`config.mk`:
```
export PLATFORM = sky130hd
export DESIGN_NAME = ex_mem_branch_stage
export DESIGN_NICKNAME = d
export VERILOG_FILES = /design/src/rtl/ex_mem_branch_stage.sv
export SDC_FILE = /design/constraint.sdc
export NUM_CORES = 1
export LEC_CHECK = 0
export CORE_AREA = 2 2 233 235
export DETAILED_ROUTE_END_ITERATION = 12
export DIE_AREA = 0 0 235 237
export DONT_BUFFER_PORTS = 1
export GPL_ROUTABILITY_DRIVEN = 0
export SETUP_SLACK_MARGIN = 0.15
export SLEW_MARGIN = 30
export SYNTH_ARGS = -nofsm -noshare
export SYNTH_HDL_FRONTEND = slang
export SYNTH_SLANG_ARGS = --single-unit
```
`constraint.sdc`:
```
create_clock -name clk -period 2.75 [get_ports clk]
set_clock_uncertainty 0.05 [all_clocks]
set_input_delay 0.4125 -clock clk [delete_from_list [all_inputs] [get_ports clk]]
set_output_delay 0.4125 -clock clk [all_outputs]
set_load 0.1 [all_outputs]
```
`src/rtl/ex_mem_branch_stage.sv`:
```
// EX/MEM pipeline register with branch resolution, mispredict flush/redirect,
// predictor training port and saturating branch/mispredict counters.
module ex_mem_branch_stage #(
    parameter int unsigned COUNT_W = 32
) (
    input  logic               clk,
    input  logic               reset,
    input  logic               stall,
    input  logic [63:0]        PC_in,
    input  logic [63:0]        immData_in,
    input  logic [63:0]        alu_result_in,
    input  logic [63:0]        data2_in,
    input  logic               zero_in,
    input  logic [3:0]         Funct_in,
    input  logic [4:0]         rd_in,
    input  logic               Branch_in,
    input  logic               prediction_in,
    input  logic               MemRead_in,
    input  logic               MemtoReg_in,
    input  logic               MemWrite_in,
    input  logic               RegWrite_in,
    output logic [63:0]        alu_result_out,
    output logic [63:0]        data2_out,
    output logic [4:0]         rd_out,
    output logic               MemRead_out,
    output logic               MemtoReg_out,
    output logic               MemWrite_out,
    output logic               RegWrite_out,
    output logic               flush,
    output logic [63:0]        redirect_PC,
    output logic               update_valid,
    output logic [63:0]        update_PC,
    output logic               update_taken,
    output logic [COUNT_W-1:0] branch_count,
    output logic [COUNT_W-1:0] mispredict_count
);

    typedef enum logic {
        RUN   = 1'b0,
        FLUSH = 1'b1
    } state_t;

    localparam logic [COUNT_W-1:0] CNT_ONE = COUNT_W'(1);

    state_t             state_q, state_d;
    logic [63:0]        alu_result_q, alu_result_d;
    logic [63:0]        data2_q, data2_d;
    logic [4:0]         rd_q, rd_d;
    logic               mem_read_q, mem_read_d;
    logic               mem_to_reg_q, mem_to_reg_d;
    logic               mem_write_q, mem_write_d;
    logic               reg_write_q, reg_write_d;
    logic               flush_q, flush_d;
    logic [63:0]        redirect_q, redirect_d;
    logic               update_valid_q, update_valid_d;
    logic [63:0]        update_pc_q, update_pc_d;
    logic               update_taken_q, update_taken_d;
    logic [COUNT_W-1:0] branch_count_q, branch_count_d;
    logic [COUNT_W-1:0] mispredict_count_q, mispredict_count_d;

    logic               taken;
    logic               resolving;
    logic               mispredict;
    logic [63:0]        target_pc;
    logic [63:0]        fall_pc;

    // Bit 3 of the function code does not affect the branch condition.
    always_comb begin
        taken = 1'b0;
        casez (Funct_in)
            4'b?000: taken = zero_in;
            4'b?001: taken = !zero_in;
            4'b?100: taken = alu_result_in[63];
            4'b?101: taken = !alu_result_in[63];
            default: taken = 1'b0;
        endcase
    end

    assign target_pc  = PC_in + (immData_in << 1);
    assign fall_pc    = PC_in + 64'd4;
    assign resolving  = (state_q == RUN) && !stall && Branch_in;
    assign mispredict = resolving && (taken != prediction_in);

    always_comb begin
        state_d            = state_q;
        alu_result_d       = alu_result_q;
        data2_d            = data2_q;
        rd_d               = rd_q;
        mem_read_d         = mem_read_q;
        mem_to_reg_d       = mem_to_reg_q;
        mem_write_d        = mem_write_q;
        reg_write_d        = reg_write_q;
        flush_d            = 1'b0;
        redirect_d         = redirect_q;
        update_valid_d     = 1'b0;
        update_pc_d        = update_pc_q;
        update_taken_d     = update_taken_q;
        branch_count_d     = branch_count_q;
        mispredict_count_d = mispredict_count_q;

        case (state_q)
            RUN: begin
                if (!stall) begin
                    alu_result_d = alu_result_in;
                    data2_d      = data2_in;
                    rd_d         = rd_in;
                    mem_read_d   = MemRead_in;
                    mem_to_reg_d = MemtoReg_in;
                    mem_write_d  = MemWrite_in;
                    reg_write_d  = RegWrite_in;
                end
                if (resolving) begin
                    update_valid_d = 1'b1;
                    update_pc_d    = PC_in;
                    update_taken_d = taken;
                    if (branch_count_q != '1) begin
                        branch_count_d = branch_count_q + CNT_ONE;
                    end
                end
                if (mispredict) begin
                    flush_d    = 1'b1;
                    redirect_d = taken ? target_pc : fall_pc;
                    state_d    = FLUSH;
                    if (mispredict_count_q != '1) begin
                        mispredict_count_d = mispredict_count_q + CNT_ONE;
                    end
                end
            end
            FLUSH: begin
                // Wrong-path instruction: squash side effects, ignore stall and Branch_in.
                alu_result_d = alu_result_in;
                data2_d      = data2_in;
                rd_d         = '0;
                mem_read_d   = 1'b0;
                mem_to_reg_d = 1'b0;
                mem_write_d  = 1'b0;
                reg_write_d  = 1'b0;
                state_d      = RUN;
            end
            default: state_d = RUN;
        endcase
    end

    always_ff @(posedge clk or negedge reset) begin
        if (!reset) begin
            state_q            <= RUN;
            alu_result_q       <= '0;
            data2_q            <= '0;
            rd_q               <= '0;
            mem_read_q         <= 1'b0;
            mem_to_reg_q       <= 1'b0;
            mem_write_q        <= 1'b0;
            reg_write_q        <= 1'b0;
            flush_q            <= 1'b0;
            redirect_q         <= '0;
            update_valid_q     <= 1'b0;
            update_pc_q        <= '0;
            update_taken_q     <= 1'b0;
            branch_count_q     <= '0;
            mispredict_count_q <= '0;
        end else begin
            state_q            <= state_d;
            alu_result_q       <= alu_result_d;
            data2_q            <= data2_d;
            rd_q               <= rd_d;
            mem_read_q         <= mem_read_d;
            mem_to_reg_q       <= mem_to_reg_d;
            mem_write_q        <= mem_write_d;
            reg_write_q        <= reg_write_d;
            flush_q            <= flush_d;
            redirect_q         <= redirect_d;
            update_valid_q     <= update_valid_d;
            update_pc_q        <= update_pc_d;
            update_taken_q     <= update_taken_d;
            branch_count_q     <= branch_count_d;
            mispredict_count_q <= mispredict_count_d;
        end
    end

    assign alu_result_out   = alu_result_q;
    assign data2_out        = data2_q;
    assign rd_out           = rd_q;
    assign MemRead_out      = mem_read_q;
    assign MemtoReg_out     = mem_to_reg_q;
    assign MemWrite_out     = mem_write_q;
    assign RegWrite_out     = reg_write_q;
    assign flush            = flush_q;
    assign redirect_PC      = redirect_q;
    assign update_valid     = update_valid_q;
    assign update_PC        = update_pc_q;
    assign update_taken     = update_taken_q;
    assign branch_count     = branch_count_q;
    assign mispredict_count = mispredict_count_q;

endmodule

```
# --- Yosys cells after proc, flatten, opt, wreduce, memory -nomap -nowiden ---
# Cells that the tools add are included.
word_totals:
  output_inout_bits: 332
  ramBits: 0
  inputBits: 275
  romBits: 0
  elab_cells: 59
  register_bits: 333
  latch_bits: 0
  memories: 0
classes:
  mul: 0
  order_cmp: 0
  n_mux: 21
  n_shift: 0
  eq_ne: 7
  n_div: 0
  bitwise_logic: 1
  n_reduce_logical: 11
  n_addsub: 4
op_table:
  columns: ["cell", "n"]
  rows:
  - ["one-hot mux 64 bit (2 select lines)", 2]
  - ["two-way mux 64 bit", 3]
  - ["adder 32 x 1 -> 32 bit (second input constant)", 2]
  - ["adder 64 x 3 -> 64 bit (second input constant)", 1]
  - ["adder 64 bit", 1]
  - ["!= test 32 bit (second input constant)", 2]
  - ["one-hot mux 1 bit (2 select lines)", 5]
  - ["one-hot mux 5 bit (2 select lines)", 1]
  - ["two-way mux 1 bit", 8]
  - ["equality test 3 bit (second input constant)", 2]
  - ["AND reduction 3 bit", 2]
  - ["two-way mux 5 bit", 1]
  - ["one-hot mux 1 bit (4 select lines)", 1]
  - ["AND reduction 2 bit", 2]
  - ["equality test 3 x 1 -> 1 bit (second input constant)", 1]
  - ["logical AND 1 bit", 3]
  - ["zero test 1 bit", 3]
  - ["zero test 3 bit", 1]
  - ["!= test 2 bit (second input constant)", 1]
  - ["!= test 1 bit", 1]
  - ["NOT 1 bit", 1]

# --- Depth between registers and ports, before layout ---
# Gate-level depths: netlist of run 1.
depth:
  ltp_word: 6
  mapped_depth: 12
  ltp_nobuf: 12

# --- Least setup slack after synthesis of run 1 ---
# OpenSTA, ideal clock, no wires.
synth_timing:
  path_type: "register to register"
  from: "register branch_count_q[14], in the netlist branch_count[14]"
  to: "register branch_count_q[12], in the netlist branch_count[12]"
  period_less_slack_ns: 3.171
  arrival_time_ns: 2.959
  path_stages_with_launch: 10
  n_path_buf: 0
  slack_ns: -0.421
  required_time_ns: 2.538
  setup_ns: 0.162
  path_cell_list: "dfrtp_1 -> and3_1 -> and4_1 -> and3_2 -> nand3_2 -> or4_4 -> o21ai_4 -> nor2_2 -> and3_1 -> xor2_1"
synth_between:
  elab_chain_cells: 2
synth_rtl:
  columns: ["item", "line", "text"]
  rows:
  - ["start: declaration", "58", "logic [COUNT_W-1:0] branch_count_q, branch_count_d;"]
  - ["start signal: assignment", "175", "branch_count_q <= branch_count_d;"]
  - ["!= test 32 bit", "116", "if (branch_count_q != '1) begin"]
  - ["AND reduction 3 bit (no source line)", null, null]
# Every way passes these cells.
# A chain may end at the register's enable or synchronous reset.

# --- Worst setup path in the final report of run 1 ---
layout_timing:
  from: "input PC_in[18]"
  to: "register redirect_q[51], in the netlist redirect_PC[51]"
layout_between:
  elab_chain_cells: 2
  word_cells_on_any_way: 3
  cone_classes: "add/sub: 2; mux: 1"
layout_rtl:
  columns: ["item", "line", "text"]
  rows:
  - ["start: declaration", "9", "input logic [63:0] PC_in,"]
  - ["adder 64 x 3 -> 64 bit / adder 64 bit (equally long branches)", "80, 79", null]
  - ["two-way mux 64 bit *", "122", "redirect_d = taken ? target_pc : fall_pc;"]
  - ["end signal: assignment", "171", "redirect_q <= redirect_d;"]
  - ["end: declaration", "54", "logic [63:0] redirect_q, redirect_d;"]
# Every way passes the cells marked *; elsewhere a longest branch is shown, timed or not.

==> impl_results.md, run 1 <==
- Switching share of power: 0.503
- Remaining Overflow, GRT: 0
- Clk Latency, worst-skew pair: 0.55 ns
- Hold Crit Class: in -> async
- Post-Syn Instances: 1935
- Clock-pin slew on the worst setup and hold paths: 0.06 ns
- Layout cells sized above 1: 0.229
- Via count: 16400
- Pwr/cell area: 823 mW/mm²
- Placed insts: 2784
- Mapped cell area: 0.0184 mm²
- Root buf cell: clkbuf_16
- Post-synthesis sequential area ratio: 0.451
- Register bit total from synthesis: 332
- Synth Warn #: 0
- Routed Antenna Nets: 0
- EDFF count, synth: 0
- H-tree Lvls: 2
- Setup_tns: 0 ns
- Std cell rows: 85
- I/O pin count: 607
- Slew headroom: 0.162
- Crit end category: flip-flop
- Final Hold Fails: 332
- Crit path DAT: 2.92 ns
- Nets: 2675
- Number of DRC markers in iteration 0: 937
- Max-Cap Viols: 0
- Largest net degree at the start of global routing: 333
- Startpoint types: input pin
- DRT Wirelength: between 60 and 70 mm
- Worst path slowest cell: ha_1
- Ys async rst share: 1.00
- Buf/Inv on CP: 0
- Die Span Y: 237 µm
- # port buffers: 0
- Layout Area Growth over Synthesis: 32.6%
- Worst-path maximum fanout: 9
- WL per Instance: 22.4 µm
- Die X-Extent: 235 µm
- Max frequency: 396 MHz
- Cell Area, Placed: around 0.021 mm²
- 1st-pass router iterations: 7
- TritonCTS buffer count: 37
- Seq pwr share: 0.527
- Final instance area: 0.0245 mm²
- Top post-synthesis cells by area: dfrtp_1 (45%), mux2_2 (8.1%), nand2_1 (7.2%)
- Fin. max-slew vios: 0
- Clk buf depth: 3
- DRC: 0
- Primary FF master, synth: dfrtp_1
- Critical Path RT: around 3.1 ns
- Run status: finished, violations left
- Tcrit/Tclk final: 0.918
- Die footprint: 0.0557 mm²
- Biggest area consumer among synthesized cells: dfrtp_1
- Failing checks: hold timing
- Core area: between 0.05 and 0.06 mm²
- Mapped Nets: 2276
- CTS tree: yes
- Final setup viols: 0
- Internal Power: 9.99 mW
- Number of global-route vias before repair: between 15000 and 20000
- Detailed Place HPWL: between 50 and 60 mm
- Netlist cell types: 87
- Hold slack: -0.502 ns
- Critical path's largest stage delay: approximately 0.43 ns
- Share of the synthesized area in the top cell type: 0.451
- LEAKAGE: 10.8 nW
- Worst-Margin Slew: between 1 and 1.5 ns
- WS Path Type: in -> reg
- Global Route Usage Sum: 0.238
- Crit path cell chain: ha_1 -> nand4_1 -> or3_4 -> a2111oi_4 -> a211o_4 -> o211ai_4 -> a21boi_4 -> o2111ai_2 -> a221o_1 -> and3_1
- Clock power frac: 0.247
- Finished Layout Cells: between 3000 and 4000
- First-pass GRT wire length: 103 mm
- Vias per Instance: 5.36
- Worst VDD drop: between 0.4 and 0.5 mV
- Gate power share: 0.226
- CP top delay family: compound AO/OA/AOI/OAI gates
- Clock net sink count: 332
- Hold-fix buffers, CTS: a little over 200
- Initial antenna violation count: 9
- Switching power: 10.1 mW
- Synthesized area per cell: 9.53 µm²
- RSZ-0062 raised after global routing: no
- Starting Density: 0.346
- Final Critical Period: 2.52 ns
[cells by family after synthesis]
group                      after synthesis  synth area share
and+or+nand+nor                        722             0.180
adders and majority gates               66            0.0452
DFF                                    332             0.451
AOI/OAI and AO/OA                      376             0.130
muxes                                  147            0.0888
xor gates and xnor gates               164            0.0779
buffers and inverters                  128            0.0276
[final cells by class]
cell class | count | area [µm²]
Inverter | 37 | 139
Antenna cell | 6 | 15.0
Clock inverter | 12 | 121
Fill cell | 4918 | 28800
Tap cell | 696 | 871
Sequential cell | 332 | 8370
Clock buffer | 56 | 1080
Timing Repair Buffer | 451 | 3980
Multi-Input combinational cell | 1475 | 9890
[path summary, 6_finish.rpt]
check | to | slack, ns | depth (start not counted) | start
max in group asynchronous | branch_count[25] | 2.04 | 0 | reset
hold / removal | redirect_PC[41] | -0.50 | 0 | reset
hold reg to reg | data2_out[33] | 0.46 | 1 | data2_out[33]
min in group clk | redirect_PC[35] | 0.05 | 2 | PC_in[35]
setup reg to reg | branch_count[1] | 0.26 | 8 | branch_count[15]
setup / recovery | redirect_PC[51] | 0.23 | 10 | PC_in[18]
[metal layers]
| layer | up-vias | global-route usage | share of wire | wire, µm |
|---|---|---|---|---|
| met5 | - | 0 | 0 | 0 |
| met4 | 0 | 0.105 | 0.044 | 3000 |
| met3 | 130 | 0.0609 | 0.071 | 4900 |
| met2 | 656 | 0.436 | 0.52 | 35500 |
| met1 | 8022 | 0.258 | 0.37 | 25200 |
| li1 | 7606 | - | - | - |
[registers in the layout (all words and copies together) (netlist names), 5 cells and up]
signal and count:
alu_result_out 64, data2_out 64, redirect_PC 64, update_PC 64, branch_count 32, mispredict_count 32, rd_out 5
[power by group through the flow]
stage,logic [mW],clock network [mW],registers (mW)
after floorplan,1.82,0,11.7
after global placement,4.19,0,10.7
after detailed placement,4.26,0,10.7
after CTS,4.53,5.10,10.6
after global routing,4.87,5.26,10.7
final,4.55,4.96,10.6
[synth_stat cells (all sizes together), types with 29 or more instances]
cell / instances
and3: 32
xor2: 61
nand4: 58
nand3: 62
xnor2: 103
a21oi: 131
nor2: 122
nand2: 353
dfrtp: 332
o21ai: 106
clkbuf: 67
ha: 65
inv: 36
nor3: 29
mux2: 132
[repair_timing]
item | 4_1_cts | 5_1_grt
setup buffers | 2 | 0
endpoints found under the setup margin | 3 | 13
gates resized for setup | 1 | 8
pin swaps | 1 | 4
hold endpoints to repair | 530 | 332
[layout by cell type (no fill, tap or decap), types with 15 or more instances in the layout]
master         instances
dlygate4sd3_1        205
inv_1                 34
and3_1                29
mux2i_1               15
o211ai_1              16
xnor2_1              103
a21oi_1              126
a21o_1                23
ha_1                  60
buf_4                239
nand3_1               53
o21ai_0               94
nor3_1                25
dfrtp_2               26
nand4_1               58
xor2_1                61
dfrtp_1              299
nand2_1              350
clkbuf_16             37
mux2_2               131
nor2_1               117
[per-stage QoR]
stage	power (mW)	hold WS [ns]	util	worst slack (ns)
floorplan	13.6	0.0669	-	-0.102
global route	20.8	-0.526	0.459	0.147
finish	20.1	-0.502	0.459	0.226
global placement	14.9	0.0825	0.397	-0.283
CTS	20.2	-0.529	0.458	0.171
detailed placement	14.9	0.0791	0.397	-0.322
Power figures use the tool's default switching activity.
==> inputs of run 2 (changes only) <==
--- a/config.mk
+++ b/config.mk
@@ -5,11 +5,14 @@
 export SDC_FILE = /design/constraint.sdc
 export NUM_CORES = 1
 export LEC_CHECK = 0
-export CORE_AREA = 2 2 233 235
+export CELL_PAD_IN_SITES_DETAIL_PLACEMENT = 1
+export CELL_PAD_IN_SITES_GLOBAL_PLACEMENT = 1
+export CORE_AREA = 2 2 238 240
 export DETAILED_ROUTE_END_ITERATION = 12
-export DIE_AREA = 0 0 235 237
+export DIE_AREA = 0 0 240 242
 export DONT_BUFFER_PORTS = 1
 export GPL_ROUTABILITY_DRIVEN = 0
+export PLACE_DENSITY_LB_ADDON = 0.1
 export SETUP_SLACK_MARGIN = 0.15
 export SLEW_MARGIN = 30
 export SYNTH_ARGS = -nofsm -noshare
==> impl_results.md, run 2 (synthesis results as in run 1) <==
- Hold-fix buffers, CTS: 204
- Vias per Instance: 5.26
- Internal Power: 10.5 mW
- Global Route Usage Sum: 0.266
- Run status: finished, violations left
- Max frequency: ~400 MHz
- Final Hold Fails: between 300 and 400
- Worst path slowest cell: or4_4
- Switching share of power: 0.498
- 1st-pass router iterations: 5
- Commonest non-fill, non-tap cell in the layout: nand2_1
- Crit path DAT: just under 3 ns
- Clock power frac: 0.268
- DRT Wirelength: 79.2 mm
- Fillers: between 6000 and 7000
- Seq pwr share: 0.505
- CP dominant cell by count: and3_4
- Std cell rows: 87
- Register-to-Register Path Depth: 8
- Number of global-route vias before repair: roughly 18000
- # port buffers: 0
- TritonCTS buffer count: 41
- Clk Latency, worst-skew pair: 0.58 ns
- Largest net degree at the start of global routing: 333
- Final instance area: approximately 0.025 mm²
- Commonest cells after routing, fill and taps aside: nand2_1 (350), dfrtp_1 (299), buf_4 (282)
- Cell Area, Placed: ~0.022 mm²
- Hold Crit Class: in -> async
- Gate power share: 0.227
- DRC: 0
- Initial antenna violation count: 5
- Clock-pin slew on the worst setup and hold paths: around 0.06 ns
- Startpoint types: flip-flop
- First-pass GRT wire length: 117 mm
- Worst-Margin Slew: a little over 1 ns
- Worst R2R Start: branch_count[14]
- Slew headroom: 0.313
- Remaining Overflow, GRT: 0
- WS Path Type: reg -> reg
- Pwr/cell area: ~840 mW/mm²
- Die footprint: 0.0581 mm²
- RSZ-0062 raised after global routing: yes
- Core area: 0.0557 mm²
- Via count: 16700
- Layout Area Growth over Synthesis: 35.7%
- Placed insts: 2886
- WL per Instance: 25.0 µm
- Clock net sink count: 332
- Number of DRC markers in iteration 0: 790
- R2r endpoint: branch_count[1]
- Fin. max-slew vios: 0
- Worst VDD drop: 0.525 mV
- Crit end category: flip-flop
- Hold slack: -0.506 ns
- CTS tree: yes
- Final setup viols: 0
- Layout cells sized above 1: 0.245
- Die X-Extent: 240 µm
- H-tree Lvls: 2
- Clk buf depth: 3
- Max-Cap Viols: 0
- Critical path's largest stage delay: 0.53 ns
- Root buf cell: clkbuf_16
- LEAKAGE: between 10 and 15 nW
- Detailed Place HPWL: 57.7 mm
- Switching power: 10.4 mW
- Crit path cell chain: and3_4 -> and4_4 -> and3_4 -> nand3_4 -> or4_4 -> o21ai_4 -> buf_6 -> mux2_4
- Failing checks: hold timing
- Nets: 2721
- Register-to-register setup slack: 0.24 ns
- Critical Path RT: 3.16 ns
- Tcrit/Tclk final: 0.913
- Finished Layout Cells: 3171
- Starting Density: 0.331
- Die Span Y: 242 µm
- Routed Antenna Nets: 0
- Worst-path maximum fanout: 4
- I/O pin count: 607
- Final Critical Period: 2.51 ns
## run 2: cell count changes in the layout (fill, tap and decap cells not counted), moves of 2 or more
cell / previous run / this run
buf_4: 239 / 282
bufinv_16: 1 / 3
clkbuf_1: 11 / 6
clkbuf_16: 37 / 42
clkinv_2: 5 / 10
diode_2: 6 / 4
## run 2: how the worst max path moves through the flow
stage	to	cells past startpoint	from
floorplan	branch_count[12]	9	branch_count[13]
global placement	redirect_PC[62]	11	PC_in[2]
detailed placement	redirect_PC[56]	11	PC_in[3]
CTS	branch_count[1]	8	branch_count[15]
global route	branch_count[31]	9	branch_count[3]
finish	branch_count[1]	8	branch_count[14]
## run 2: cell type report
| type | count | area (µm²) | share of cell area |
|---|---|---|---|
| well taps | 756 | 946 | 0.0378 |
| repair buffers | 493 | 4290 | 0.171 |
| clock buffers | 55 | 1170 | 0.0468 |
| multi-input cells | 1475 | 9890 | 0.395 |
| diodes | 4 | 10.0 | 0.000400 |
| inverters | 37 | 139 | 0.00555 |
| flip-flops and latches | 332 | 8370 | 0.334 |
| clock inverters | 19 | 211 | 0.00845 |
## run 2: power by group through the flow
stage               clock network [mW]  logic, mW  registers [mW]
finish                            5.62       4.75            10.6
global route                      5.96       5.09            10.7
CTS                               5.75       4.74            10.6
detailed placement                   0       4.46            10.7
global placement                     0       4.40            10.6
floorplan                            0       1.82            11.7
## run 2: metal layers
| metal | GRT usage | vias to the layer above | part of all wire |
|---|---|---|---|
| met5 | 0 | - | 0 |
| met4 | 0.113 | 0 | 0.045 |
| met3 | 0.0696 | 146 | 0.069 |
| met2 | 0.473 | 490 | 0.50 |
| met1 | 0.298 | 8341 | 0.38 |
| li1 | - | 7700 | - |
## run 2: timing repair
item | CTS | global route
hold endpoints to repair | 529 | 332
buffers inserted | 0 | 3
resized for setup | 2 | 6
endpoints found under the setup margin | 9 | 22
pin swaps | 0 | 8
## run 2: metrics by stage
step / hold slack [ns] / TNS [ns] / worst slack, ns / power [mW] / utilization
6_report: -0.506 / 0 / 0.238 / 21.0 / 0.449
5_1_grt: -0.538 / 0 / 0.111 / 21.7 / 0.449
4_1_cts: -0.544 / 0 / 0.151 / 21.1 / 0.448
3_5_place_dp: 0.0771 / -5.77 / -0.317 / 15.1 / 0.386
3_3_place_gp: 0.0772 / -4.91 / -0.290 / 15.0 / 0.386
2_1_floorplan: 0.0669 / -0.102 / -0.102 / 13.6 / -
## run 2: worst max-delay path, delay by kind of cell (launching register included)
kind | cells | cell delay [ns]
buf+inv | 1 | 0.14
flops | 1 | 0.40
simple gates | 5 | 1.30
mux | 1 | 0.29
compound gates | 1 | 0.21
==> inputs of run 3 (changes only) <==
--- a/config.mk
+++ b/config.mk
@@ -12,7 +12,8 @@
 export DIE_AREA = 0 0 240 242
 export DONT_BUFFER_PORTS = 1
 export GPL_ROUTABILITY_DRIVEN = 0
-export PLACE_DENSITY_LB_ADDON = 0.1
+export HOLD_SLACK_MARGIN = 0.08
+export PLACE_DENSITY = 0.7
 export SETUP_SLACK_MARGIN = 0.15
 export SLEW_MARGIN = 30
 export SYNTH_ARGS = -nofsm -noshare
==> impl_results.md, run 3 (synthesis results as in run 1) <==
- Pwr Total: 21.0 mW
- Number of global-route vias before repair: about 19000
- Worst R2R Start: branch_count[14]
- Commonest non-fill, non-tap cell in the layout: nand2_1
- Clk buf depth: 3
- Register-to-register setup slack: 0.21 ns
- Critical path's largest stage delay: 0.54 ns
- Crit path DAT: 2.94 ns
- Met3 WL: between 5 and 6 mm
- Clk Latency, worst-skew pair: between 0.5 and 0.6 ns
- Failing checks: hold timing
- CTS tree: yes
- Vias per Instance: about 5.4
- Worst-Margin Slew: about 1.4 ns
- Layout Utilization: 0.450
- Fin. max-slew vios: 0
- TritonCTS buffer count: 41
- Crit path cell chain: and3_4 -> and4_4 -> and3_4 -> nand3_2 -> or4_4 -> o21ai_4 -> buf_4 -> mux2_4
- RSZ-0062 raised after global routing: yes
- Layout cells sized above 1: 0.246
- Run status: finished, violations left
- Fillers: 6298
- Layout Area Growth over Synthesis: 36.0%
- Buf/Inv on CP: 1
- Uppermost layer routed: met4
- Hold slack: -0.511 ns
- Wire length on met2: 38.7 mm
- Tcrit/Tclk final: 0.922
- Number of DRC markers in iteration 0: roughly 940
- R2r endpoint: branch_count[1]
- Slew headroom: 0.0871
- Detailed Place HPWL: approximately 56 mm
- Clock-pin slew on the worst setup and hold paths: 0.06 ns
- Register-to-Register Path Depth: 8
- Commonest cells after routing, fill and taps aside: nand2_1 (350), dfrtp_1 (297), buf_4 (282)
- Starting Density: 0.331
- M1 wire length: 29.6 mm
- Die Span Y: 242 µm
- Remaining Overflow, GRT: 0
- Worst-path maximum fanout: 4
- CP top delay family: simple AND/OR/NAND/NOR gates
- Routed Antenna Nets: 0
- Hold-fix buffers, CTS: 209
- Nets: between 2000 and 3000
- LEAKAGE: about 11 nW
- Root buf cell: clkbuf_16
- Die X-Extent: 240 µm
- Worst path slowest cell: or4_4
- # port buffers: 0
- Global Route Usage Sum: 0.266
- Max frequency: 394 MHz
- Std cell rows: 87
- Final Critical Period: 2.54 ns
- Core area: ~0.056 mm²
- WL per Instance: 24.9 µm
- WS Path Type: reg -> reg
- H-tree Lvls: 2
- DRC: 0
- Worst VDD drop: 0.517 mV
- Cell Area, Placed: roughly 0.022 mm²
- First-pass GRT wire length: 118 mm
- Clock net sink count: 332
- Largest net degree at the start of global routing: 333
- Initial antenna violation count: 2
- Final setup viols: 0
- Startpoint types: flip-flop
- Max-Cap Viols: 0
- Hold Crit Class: in -> async
- Via count: 17100
- CP dominant cell by count: and3_4
- 1st-pass router iterations: 5
- Crit end category: flip-flop
- Final Hold Fails: 332
- DRT Wirelength: 79.2 mm
- Die footprint: around 0.058 mm²
- Pwr/cell area: about 840 mW/mm²
- Final instance area: 0.0251 mm²
- I/O pin count: just over 600
- Critical Path RT: 3.16 ns
run 3: cell types whose count changed in the layout (fill, tap and decap cells not counted), sizes merged:
cell         previous run  this run
buf                   289       290
clkinv                 12         6
clkinvlp                2         5
diode                   4         2
dlygate4sd3           204       209
inv                    39        43
run 3: stage by stage:
step                worst slack, ns  std cells  TNS, ns
floorplan                    -0.102       1935   -0.102
CTS                           0.155       3172        0
global placement             -0.357       2885    -4.44
finish                        0.215       3176        0
global route                  0.132       3176        0
detailed placement           -0.407       2885    -5.96
run 3: power by group:
part	internal (mW)	switching, mW
registers	5.55	5.23
clock network	3.27	2.37
logic	1.67	2.93
total	10.5	10.5
run 3: layout make-up:
class,count,area (µm²),area share
Clock inverter,20,233,0.00928
Timing Repair Buffer,499,4350,0.174
Clock buffer,55,1150,0.0459
Sequential cell,332,8370,0.334
Multi-Input combinational cell,1475,9880,0.394
Antenna cell,2,5.00,0.000200
Inverter,37,139,0.00554
Tap cell,756,946,0.0377
run 3: how the worst max path moves through the flow:
stage | cells after the start | slack [ns] | from | endpoint
2_1_floorplan | 9 | -0.10 | branch_count[13] | branch_count[12]
3_3_place_gp | 10 | -0.36 | PC_in[17] | redirect_PC[57]
3_5_place_dp | 10 | -0.41 | PC_in[20] | redirect_PC[57]
4_1_cts | 8 | 0.15 | branch_count[14] | branch_count[1]
5_1_grt | 10 | 0.13 | branch_count[14] | branch_count[5]
6_report | 8 | 0.21 | branch_count[14] | branch_count[1]
run 3: what timing repair did:
| item | 4_1_cts | 5_1_grt |
|---|---|---|
| gates resized for setup | 2 | 8 |
| pin swaps | 1 | 5 |
| endpoints found under the hold margin | 553 | 332 |
| setup buffers | 3 | 2 |
| setup endpoints to repair | 10 | 28 |
run 3: metal layers:
layer	vias up	global-route usage
met5	-	0
met4	0	0.157
met3	200	0.0660
met2	651	0.462
met1	8543	0.291
li1	7689	-
run 3: worst register-to-register path: stages (launching register included):
cell and delay, ns:
dfrtp_4 0.40, and3_4 0.20, and4_4 0.26, and3_4 0.19, nand3_2 0.12, or4_4 0.54, o21ai_4 0.22, buf_4 0.16
mux2_4 0.28
